### config.mk
export PLATFORM = sky130hd
export DESIGN_NAME = err_pat_dcd_chien_univ_flat
export DESIGN_NICKNAME = d
export VERILOG_FILES = /design/src/rtl/err_pat_dcd_chien_univ_if.sv /design/src/rtl/err_pat_dcd_chien_univ.sv /design/src/flat_wrapper.sv
export SDC_FILE = /design/constraint.sdc
export NUM_CORES = 1
export LEC_CHECK = 0
export CORE_ASPECT_RATIO = 0.7
export CORE_MARGIN = 4
export CORE_UTILIZATION = 60
export DETAILED_ROUTE_END_ITERATION = 8
export PLACE_DENSITY = 0.81
export SETUP_SLACK_MARGIN = 0.15
export SYNTH_ARGS = -nofsm -noshare
export SYNTH_HDL_FRONTEND = slang
export SYNTH_SLANG_ARGS = --single-unit
### constraint.sdc
create_clock -name clk -period 16.4 [get_ports clk]
set_input_delay 3.28 -clock clk [delete_from_list [all_inputs] [get_ports clk]]
set_output_delay 3.28 -clock clk [all_outputs]
set_load 0.01 [all_outputs]
### src/rtl/err_pat_dcd_chien_univ_if.sv
// Handshake bundle between the syndrome calculator, the Chien-search error-pattern
// decoder and the data-correction stage.
interface err_pat_dcd_chien_univ_if #(
   parameter int P_D_WIDTH = 16
);
   localparam int LP_M = (P_D_WIDTH <= 21) ? 5 :
                         (P_D_WIDTH <= 51) ? 6 :
                         (P_D_WIDTH <= 113) ? 7 : 8;

   logic                   syn_valid;
   logic                   syn_ready;
   logic [2*LP_M-1:0]      syndromes;
   logic                   msk_valid;
   logic                   msk_ready;
   logic [P_D_WIDTH-1:0]   msk;
   logic [1:0]             err_cnt;
   logic                   uncorr;

   modport master (
      output syn_valid, syndromes, msk_ready,
      input  syn_ready, msk_valid, msk, err_cnt, uncorr
   );

   modport slave (
      input  syn_valid, syndromes, msk_ready,
      output syn_ready, msk_valid, msk, err_cnt, uncorr
   );
endinterface

### src/rtl/err_pat_dcd_chien_univ.sv
// DEC BCH error-pattern decoder: builds a scaled locator from {S3,S1} and runs a
// P_PAR-way parallel Chien search over the data positions of the shortened code.
module err_pat_dcd_chien_univ #(
   parameter int P_D_WIDTH = 16,
   parameter int P_PAR     = 4
) (
   input logic                     clk,
   input logic                     rst,
   err_pat_dcd_chien_univ_if.slave bus
);
   localparam int LP_M = (P_D_WIDTH <= 21) ? 5 :
                         (P_D_WIDTH <= 51) ? 6 :
                         (P_D_WIDTH <= 113) ? 7 : 8;
   localparam int LP_N     = (1 << LP_M) - 1;
   localparam int LP_STEPS = (P_D_WIDTH + P_PAR - 1) / P_PAR;
   localparam int LP_P0    = LP_N - P_D_WIDTH;
   localparam int LP_SW    = $clog2(LP_STEPS + 1);

   // Low-order coefficients of the primitive polynomial; the x^m term is implicit.
   localparam logic [7:0]      POLY8   = (LP_M == 5) ? 8'h05 :
                                         (LP_M == 6) ? 8'h03 :
                                         (LP_M == 7) ? 8'h09 : 8'h1D;
   localparam logic [LP_M-1:0] LP_POLY = POLY8[LP_M-1:0];

   typedef logic [LP_M-1:0] gf_t;

   function automatic gf_t mul_alpha(input gf_t a);
      gf_t r;
      r = {a[LP_M-2:0], 1'b0};
      if (a[LP_M-1])
         r = r ^ LP_POLY;
      return r;
   endfunction

   function automatic gf_t gf_mul(input gf_t a, input gf_t b);
      gf_t r;
      r = '0;
      for (int k = LP_M - 1; k >= 0; k--) begin
         r = mul_alpha(r);
         if (b[k])
            r = r ^ a;
      end
      return r;
   endfunction

   // Squaring is linear over GF(2): XOR of alpha^(2k) for every set bit k.
   function automatic gf_t gf_sqr(input gf_t a);
      gf_t r;
      gf_t pw;
      r  = '0;
      pw = gf_t'(1);
      for (int k = 0; k < LP_M; k++) begin
         if (a[k])
            r = r ^ pw;
         pw = mul_alpha(mul_alpha(pw));
      end
      return r;
   endfunction

   function automatic gf_t alpha_pow_neg(input int k);
      gf_t r;
      int  e;
      r = gf_t'(1);
      e = (LP_N - (k % LP_N)) % LP_N;
      for (int j = 0; j < e; j++)
         r = mul_alpha(r);
      return r;
   endfunction

   localparam gf_t C_P0    = alpha_pow_neg(LP_P0);
   localparam gf_t C_2P0   = alpha_pow_neg(2 * LP_P0);
   localparam gf_t C_STEP1 = alpha_pow_neg(P_PAR);
   localparam gf_t C_STEP2 = alpha_pow_neg(2 * P_PAR);

   typedef enum logic [1:0] {IDLE, CALC, SEARCH, DONE} state_t;

   state_t               state;
   state_t               state_next;
   gf_t                  s1;
   gf_t                  s3;
   gf_t                  s1_sq;
   gf_t                  t0;
   gf_t                  t1;
   gf_t                  t2;
   logic [LP_SW-1:0]     step;
   logic                 last_step;
   logic                 s1_zero;
   logic                 s3_zero;
   logic [P_PAR-1:0]     hit;
   logic [P_D_WIDTH-1:0] step_hits;
   logic [P_D_WIDTH-1:0] acc;
   logic [P_D_WIDTH-1:0] final_mask;
   logic [1:0]           final_cnt;
   logic [P_D_WIDTH-1:0] msk_q;
   logic [1:0]           cnt_q;
   logic                 unc_q;

   assign s1_sq      = gf_sqr(s1);
   assign last_step  = (step == LP_SW'(LP_STEPS - 1));
   assign final_mask = acc | step_hits;

   // Lane i tests position p0 + step*P_PAR + i against the running coefficients.
   for (genvar i = 0; i < P_PAR; i++) begin : g_eval
      localparam gf_t C1 = alpha_pow_neg(i);
      localparam gf_t C2 = alpha_pow_neg(2 * i);
      assign hit[i] = ((t0 ^ gf_mul(t1, C1) ^ gf_mul(t2, C2)) == '0);
   end

   for (genvar j = 0; j < P_D_WIDTH; j++) begin : g_map
      assign step_hits[j] = hit[j % P_PAR] && (step == LP_SW'(j / P_PAR));
   end

   // Popcount saturating at two located errors.
   always_comb begin
      final_cnt = 2'd0;
      for (int j = 0; j < P_D_WIDTH; j++) begin
         if (final_mask[j] && (final_cnt != 2'd2))
            final_cnt = final_cnt + 2'd1;
      end
   end

   always_ff @(posedge clk or posedge rst) begin
      if (rst)
         state <= IDLE;
      else
         state <= state_next;
   end

   always_comb begin
      state_next = state;
      case (state)
         IDLE:    if (bus.syn_valid) state_next = CALC;
         CALC:    state_next = SEARCH;
         SEARCH:  if (last_step) state_next = DONE;
         DONE:    if (bus.msk_ready) state_next = IDLE;
         default: state_next = IDLE;
      endcase
   end

   always_comb begin
      bus.syn_ready = (state == IDLE);
      bus.msk_valid = (state == DONE);
      bus.msk       = msk_q;
      bus.err_cnt   = cnt_q;
      bus.uncorr    = unc_q;
   end

   // Result registers load only on the final search step, so they hold across IDLE.
   always_ff @(posedge clk or posedge rst) begin
      if (rst) begin
         s1      <= '0;
         s3      <= '0;
         t0      <= '0;
         t1      <= '0;
         t2      <= '0;
         step    <= '0;
         acc     <= '0;
         s1_zero <= 1'b0;
         s3_zero <= 1'b0;
         msk_q   <= '0;
         cnt_q   <= 2'd0;
         unc_q   <= 1'b0;
      end else begin
         case (state)
            IDLE: begin
               if (bus.syn_valid) begin
                  s1 <= bus.syndromes[LP_M-1:0];
                  s3 <= bus.syndromes[2*LP_M-1:LP_M];
               end
            end
            CALC: begin
               t0      <= s1;
               t1      <= gf_mul(s1_sq, C_P0);
               t2      <= gf_mul(gf_mul(s1, s1_sq) ^ s3, C_2P0);
               s1_zero <= (s1 == '0);
               s3_zero <= (s3 == '0);
               step    <= '0;
               acc     <= '0;
            end
            SEARCH: begin
               t1   <= gf_mul(t1, C_STEP1);
               t2   <= gf_mul(t2, C_STEP2);
               step <= step + 1'b1;
               acc  <= final_mask;
               if (last_step) begin
                  msk_q <= s1_zero ? '0 : final_mask;
                  cnt_q <= s1_zero ? 2'd0 : final_cnt;
                  unc_q <= s1_zero && !s3_zero;
               end
            end
            default: ;
         endcase
      end
   end
endmodule

### src/flat_wrapper.sv
// flat-port wrapper written by rule: the top's interface ports become plain ports
module err_pat_dcd_chien_univ_flat 
#(
   parameter int P_D_WIDTH = 16,
   parameter int P_PAR     = 4
)
  (clk, rst, bus_syn_valid, bus_syndromes, bus_msk_ready, bus_syn_ready, bus_msk_valid, bus_msk, bus_err_cnt, bus_uncorr);
  err_pat_dcd_chien_univ_if #(.P_D_WIDTH(P_D_WIDTH)) bus_i ();
  input logic clk;
  input logic rst;
  input wire logic [$bits(bus_i.syn_valid)-1:0] bus_syn_valid;
  input wire logic [$bits(bus_i.syndromes)-1:0] bus_syndromes;
  input wire logic [$bits(bus_i.msk_ready)-1:0] bus_msk_ready;
  output wire logic [$bits(bus_i.syn_ready)-1:0] bus_syn_ready;
  output wire logic [$bits(bus_i.msk_valid)-1:0] bus_msk_valid;
  output wire logic [$bits(bus_i.msk)-1:0] bus_msk;
  output wire logic [$bits(bus_i.err_cnt)-1:0] bus_err_cnt;
  output wire logic [$bits(bus_i.uncorr)-1:0] bus_uncorr;
  assign bus_i.syn_valid = bus_syn_valid;
  assign bus_i.syndromes = bus_syndromes;
  assign bus_i.msk_ready = bus_msk_ready;
  assign bus_syn_ready = bus_i.syn_ready;
  assign bus_msk_valid = bus_i.msk_valid;
  assign bus_msk = bus_i.msk;
  assign bus_err_cnt = bus_i.err_cnt;
  assign bus_uncorr = bus_i.uncorr;
  err_pat_dcd_chien_univ #(.P_D_WIDTH(P_D_WIDTH), .P_PAR(P_PAR)) u_core (.clk(clk), .rst(rst), .bus(bus_i));
endmodule
Word-level counts from Yosys, hierarchy flattened
Index checks and enable logic that the tools add are counted.

storage, ports and cells
  register bits after elaboration = 67
  bits of input ports = 14
  output and inout port bits = 21
  word-level logic and storage cells = 252

operators by class
  add/sub/neg operators = 16
  equal/unequal tests = 24
  muxes and demuxes = 92
  bitwise gates (word level) = 62
  reductions and logical operators = 45

operator list
  cell                 number
  $mux 5               34
  $xor 5x5->5          29
  $mux 3               29
  $not 2->2            29
  $mux 2               19
  $logic_and 1x1->1    32
  $ne 2x2->1 const B   16
  $pmux 16 s2          1
  $logic_not 5->1      6
  $add 2x1->2 const B  14
  $pmux 5 s2           2
  $mux 16              1
  $or 16x16->16        1
  $mux 4               2
  $pmux 2 s4           1
  $eq 3x2->1 const B   2
  $pmux 3 s2           1
  $eq 2x2->1 const B   2
  $reduce_and 2->1     2
  $add 3x1->3 const B  1
  $eq 3x1->1 const B   1
  $logic_not 3->1      1
  $not 3->3            1
  $reduce_and 3->1     1
  9 further kinds      11

Longest topological paths before layout
  word-level depth = 62
  gate-level depth with buffers = 71
  depth with buffers taken out = 67

Least setup slack after synthesis
OpenSTA, ideal clock, no wires.

  kind = register -> register
  from = reg u_core.t2[2]
  to = reg u_core.cnt_q[0], in the netlist u_core.bus.err_cnt[0]
  library setup time = 0.076 ns
  arrival time = 12.724 ns
  required time = 16.324 ns
  slack = 3.600 ns
  stages on the path, launching flop included = 66
  buffers on the path = 3
  clock period less this slack = 12.800 ns
  cell sequence = dfrtp_1 buf_2 xor3_1 and3_1 o2111a_1 a21oi_1 inv_1 ha_1 buf_1 nor2_1 and2_1 a221oi_1 mux2_4 nor2_1 xnor2_1 inv_1 ha_1 or2_2 [... 30 more ...] ha_1 nor2_1 xnor2_1 xnor2_1 xor2_1 ha_1 nor2_1 xnor3_2 inv_1 ha_1 nor2_1 or3_1 o22ai_1 a21oi_1 ha_1 nor2_1 xnor3_1 o21ai_1

on the way
  cells in the longest elaborated chain, start to end = 51
  elaborated cells on any way between the ends = 96
  those cells by class = add/sub: 15; eq/ne: 15; mux: 21; bitwise: 10; reduce/logical: 35

RTL lines
  what                                                  RTL line                                                      RTL
  start, declared                                       err_pat_dcd_chien_univ.sv:84                                  gf_t t2;
  start signal, assigned                                err_pat_dcd_chien_univ.sv:174                                 t2 <= gf_mul(gf_mul(s1, s1_sq) ^ s3, C_2P0);
  start signal, assigned                                err_pat_dcd_chien_univ.sv:182                                 t2 <= gf_mul(t2, C_STEP2);
  $xor 5x5->5 or $mux 3 (tied branches)                 err_pat_dcd_chien_univ.sv:106, err_pat_dcd_chien_univ.sv:30
  $logic_not 5->1 or $xor 5x5->5 (tied branches)        err_pat_dcd_chien_univ.sv:106, err_pat_dcd_chien_univ.sv:41
  $logic_and 1x1->1 or $xor 5x5->5 (tied branches)      err_pat_dcd_chien_univ.sv:110, err_pat_dcd_chien_univ.sv:106
  $or 16x16->16 (*)                                     err_pat_dcd_chien_univ.sv:100                                 assign final_mask = acc | step_hits;
  branches (longest 45 deep; another with $add 2x1->2)  --
  $mux 2 (*)                                            err_pat_dcd_chien_univ.sv:117                                 if (final_mask[j] && (final_cnt != 2'd2))
  $mux 2 (*)                                            err_pat_dcd_chien_univ.sv:187                                 cnt_q <= s1_zero ? 2'd0 : final_cnt;
  end signal, assigned                                  err_pat_dcd_chien_univ.sv:187
  end, declared                                         err_pat_dcd_chien_univ.sv:95                                  logic [1:0] cnt_q;

Every way passes the cells marked *.
A chain may end at the register's enable or synchronous reset.

Worst setup path in the final report
Ends and elaborated chain as after synthesis.

==> metrics.txt <==
status=complete, no violations; Longest Clk Path Bufs=2; Port Buf Inserts=34; Nets=~560; Syn Inst Count=between 500 and 600; Antenna Cells=0; Cell Rows=26; largest net degree at the start of global routing=a little under 70; syn nets=around 560; CTS tree=yes; post-synthesis register bit count=67; Yosys cell types=55; Hold Path Depth=2; H-tree depth=3; dpl ws=2.22 ns; initial antenna violation count=0; Routed Antenna Nets=0; slowest CP cell=xnor3_1; CTS sink count=between 60 and 70; die area=between 9000 and 10,000 µm²; initial drt markers=approximately 280; clk_skew=about 0.011 ns; synthesized area=about 4800 µm²; final hold viol count=0; vias per std cell=~6; number of global-route vias before repair=around 3,700; Worst-Skew Late Latency=0.34 ns; HPWL Detailed=between 7 and 8 mm; Seq/Total Area, Yosys=35.0%; top_reg_cell synth=dfrtp_1; top cell type's share of synthesized area=between 30% and 40%; hold bufs inserted after CTS=0; post-synth top area cell=dfrtp_1; main area contributors after synthesis=dfrtp_1 (35%), xnor2_1 (9.5%), ha_1 (6.5%), a21oi_1 (4.9%), mux2_2 (3.8%); clock-pin slew on the worst setup and hold paths=approximately 0.06 ns; Placer Congestion=between 0.8 and 0.9; DRC viols=0; RSZ-0062 raised after global routing=no; post-CTS setup buffers=0; layout cells sized above 1=8.68%; final cycle utilization of the critical path=between 80 and 90%; Worst Path Max Fanout=9; IO Count=35; routed len/inst=between 15 and 20 µm; Layout area overhead=12.7%; most frequent cells after synthesis=dfrtp_1 (67), xnor2_1 (52), nand2_1 (48), a21oi_1 (47), nor2_1 (46); All-Layer GR Usage=between 20 and 25%; Critical Path AT=about 15 ns; hold crit path type=register to register; first-pass GRT wire length=around 18 mm; Startpoint Class=register; placeable core area=7510 µm²; slowest stage delay, CP=0.53 ns; Slew Limit Fails=0; worst-case reg-to-reg path depth=64; Synth Warn #=0; Mean Syn Cell Area=between 9 and 10 µm²; final wirelength=approximately 11 mm; Crit path depth=64; Post-synth EDFFs=0; FMAX=~0.070 GHz; minimum clock period=14.33 ns; CP top delay family=simple AND/OR/NAND/NOR gates; Slew @ Worst Pin=approximately 1.1 ns; Starting Density=a little under two thirds; Die X=115 µm; max_slew headroom=between 20 and 30%; Initial DRT Pass Iterations=5; worst endpoint required time=~17 ns; post_cts resized=0; total gr overflow=0; WP buf/inv=6; CTS Root Cell=clkbuf_16; FFs w/ async S/R, synth=100%; die height=82.8 µm; Crit Path Class=register to register; Final setup viols=0; final worst-path setup slack=2.07 ns; setup TNS=0 ns; Max Cap Violations=0; crit end category=register; via count=approximately 3,800; most frequent CP cell=ha_1; most common cell in the netlist=dfrtp_1; CTS buffer count=9
-- sequential cells by signal, indices dropped and copies added (netlist names) --
| signal | count |
|---|---|
| u_core.bus.uncorr | 1 |
| u_core.acc | 16 |
| u_core.s1_zero | 1 |
| u_core.t2 | 5 |
| u_core.s3 | 5 |
| u_core.state | 2 |
| u_core.t0 | 5 |
| u_core.t1 | 5 |
| u_core.s1 | 5 |
| u_core.step | 3 |
| u_core.s3_zero | 1 |
| u_core.bus.msk | 16 |
| u_core.bus.err_cnt | 2 |
-- final cells by class --
class / count / area (µm²)
Clock buffer: 11 / 243
Clock inverter: 5 / 61.3
Fill cell: 548 / 2120
Inverter: 23 / 86.3
Multi-Input combinational cell: 388 / 2850
Sequential cell: 67 / 1680
Tap cell: 98 / 123
Timing Repair Buffer: 36 / 355
-- worst paths after layout --
path,startpoint,to,slack (ns)
max in group asynchronous,rst,u_core.bus.msk[7]$_DFFE_PP0P_,12.30
max reg2reg,u_core.t2[2]$_DFFE_PP0P_,u_core.bus.err_cnt[0]$_DFFE_PP0P_,2.07
min in group asynchronous,rst,u_core.bus.msk[13]$_DFFE_PP0P_,3.51
min reg2reg,u_core.bus.msk[2]$_DFFE_PP0P_,u_core.bus.msk[2]$_DFFE_PP0P_,0.48
min,u_core.bus.msk[2]$_DFFE_PP0P_,u_core.bus.msk[2]$_DFFE_PP0P_,0.48
max,u_core.t2[2]$_DFFE_PP0P_,u_core.bus.err_cnt[0]$_DFFE_PP0P_,2.07
-- per-stage QoR --
step           cells  hold WS (ns)  cell area (µm²)  util [%]
6_report         628         0.476             5400      71.8
5_1_grt          628         0.500             5400      71.8
3_3_place_gp     612         0.461             5090      67.8
2_1_floorplan    517         0.433             4790         -
4_1_cts          628         0.484             5400      71.8
3_5_place_dp     612         0.464             5090      67.8
-- cell usage in the layout, fill, tap and decap left out, drive strengths merged, types with 5 or more instances in the layout --
cell | synthesis | routed
o22ai | 6 | 6
clkbuf | 28 | 11
o31ai | 7 | 7
nor3 | 5 | 5
mux2 | 18 | 18
xor2 | 19 | 19
a31oi | 11 | 11
dfrtp | 67 | 67
and2 | 6 | 6
ha | 25 | 25
nand2 | 48 | 48
a21oi | 47 | 47
xnor2 | 52 | 52
clkdlybuf4s50 | 0 | 34
nor2b | 7 | 7
xnor3 | 8 | 8
inv | 23 | 24
o21ai | 26 | 26
nor2 | 46 | 46
-- metal layers --
layer / track usage (%) / wire length [µm]
met1: 33.9 / 5010
met5: 0 / 0
met3: 5.68 / 703
met4: 6.21 / 100
met2: 39.1 / 4790
-- logic make-up (layout without fill, tap and decap cells) --
logic type	after synthesis	count (layout)	synth area share, %
xor gates and xnor gates	83	83	18.9
AOI/OAI and AO/OA	122	122	15.3
DFF	67	67	35.0
adders and majority gates	26	26	6.74
and+or+nand+nor	134	134	12.9
buffers and inverters	62	75	5.46
muxes	23	23	5.69
-- worst min-delay path: stages (launching register included) --
cell and delay (ns):
dfrtp_1 0.34, nand2_1 0.04, o21ai_0 0.06
Power is left out: the tool's default activity adds up to more than one toggle a clock period on the data nets, which glitch-free logic cannot reach.
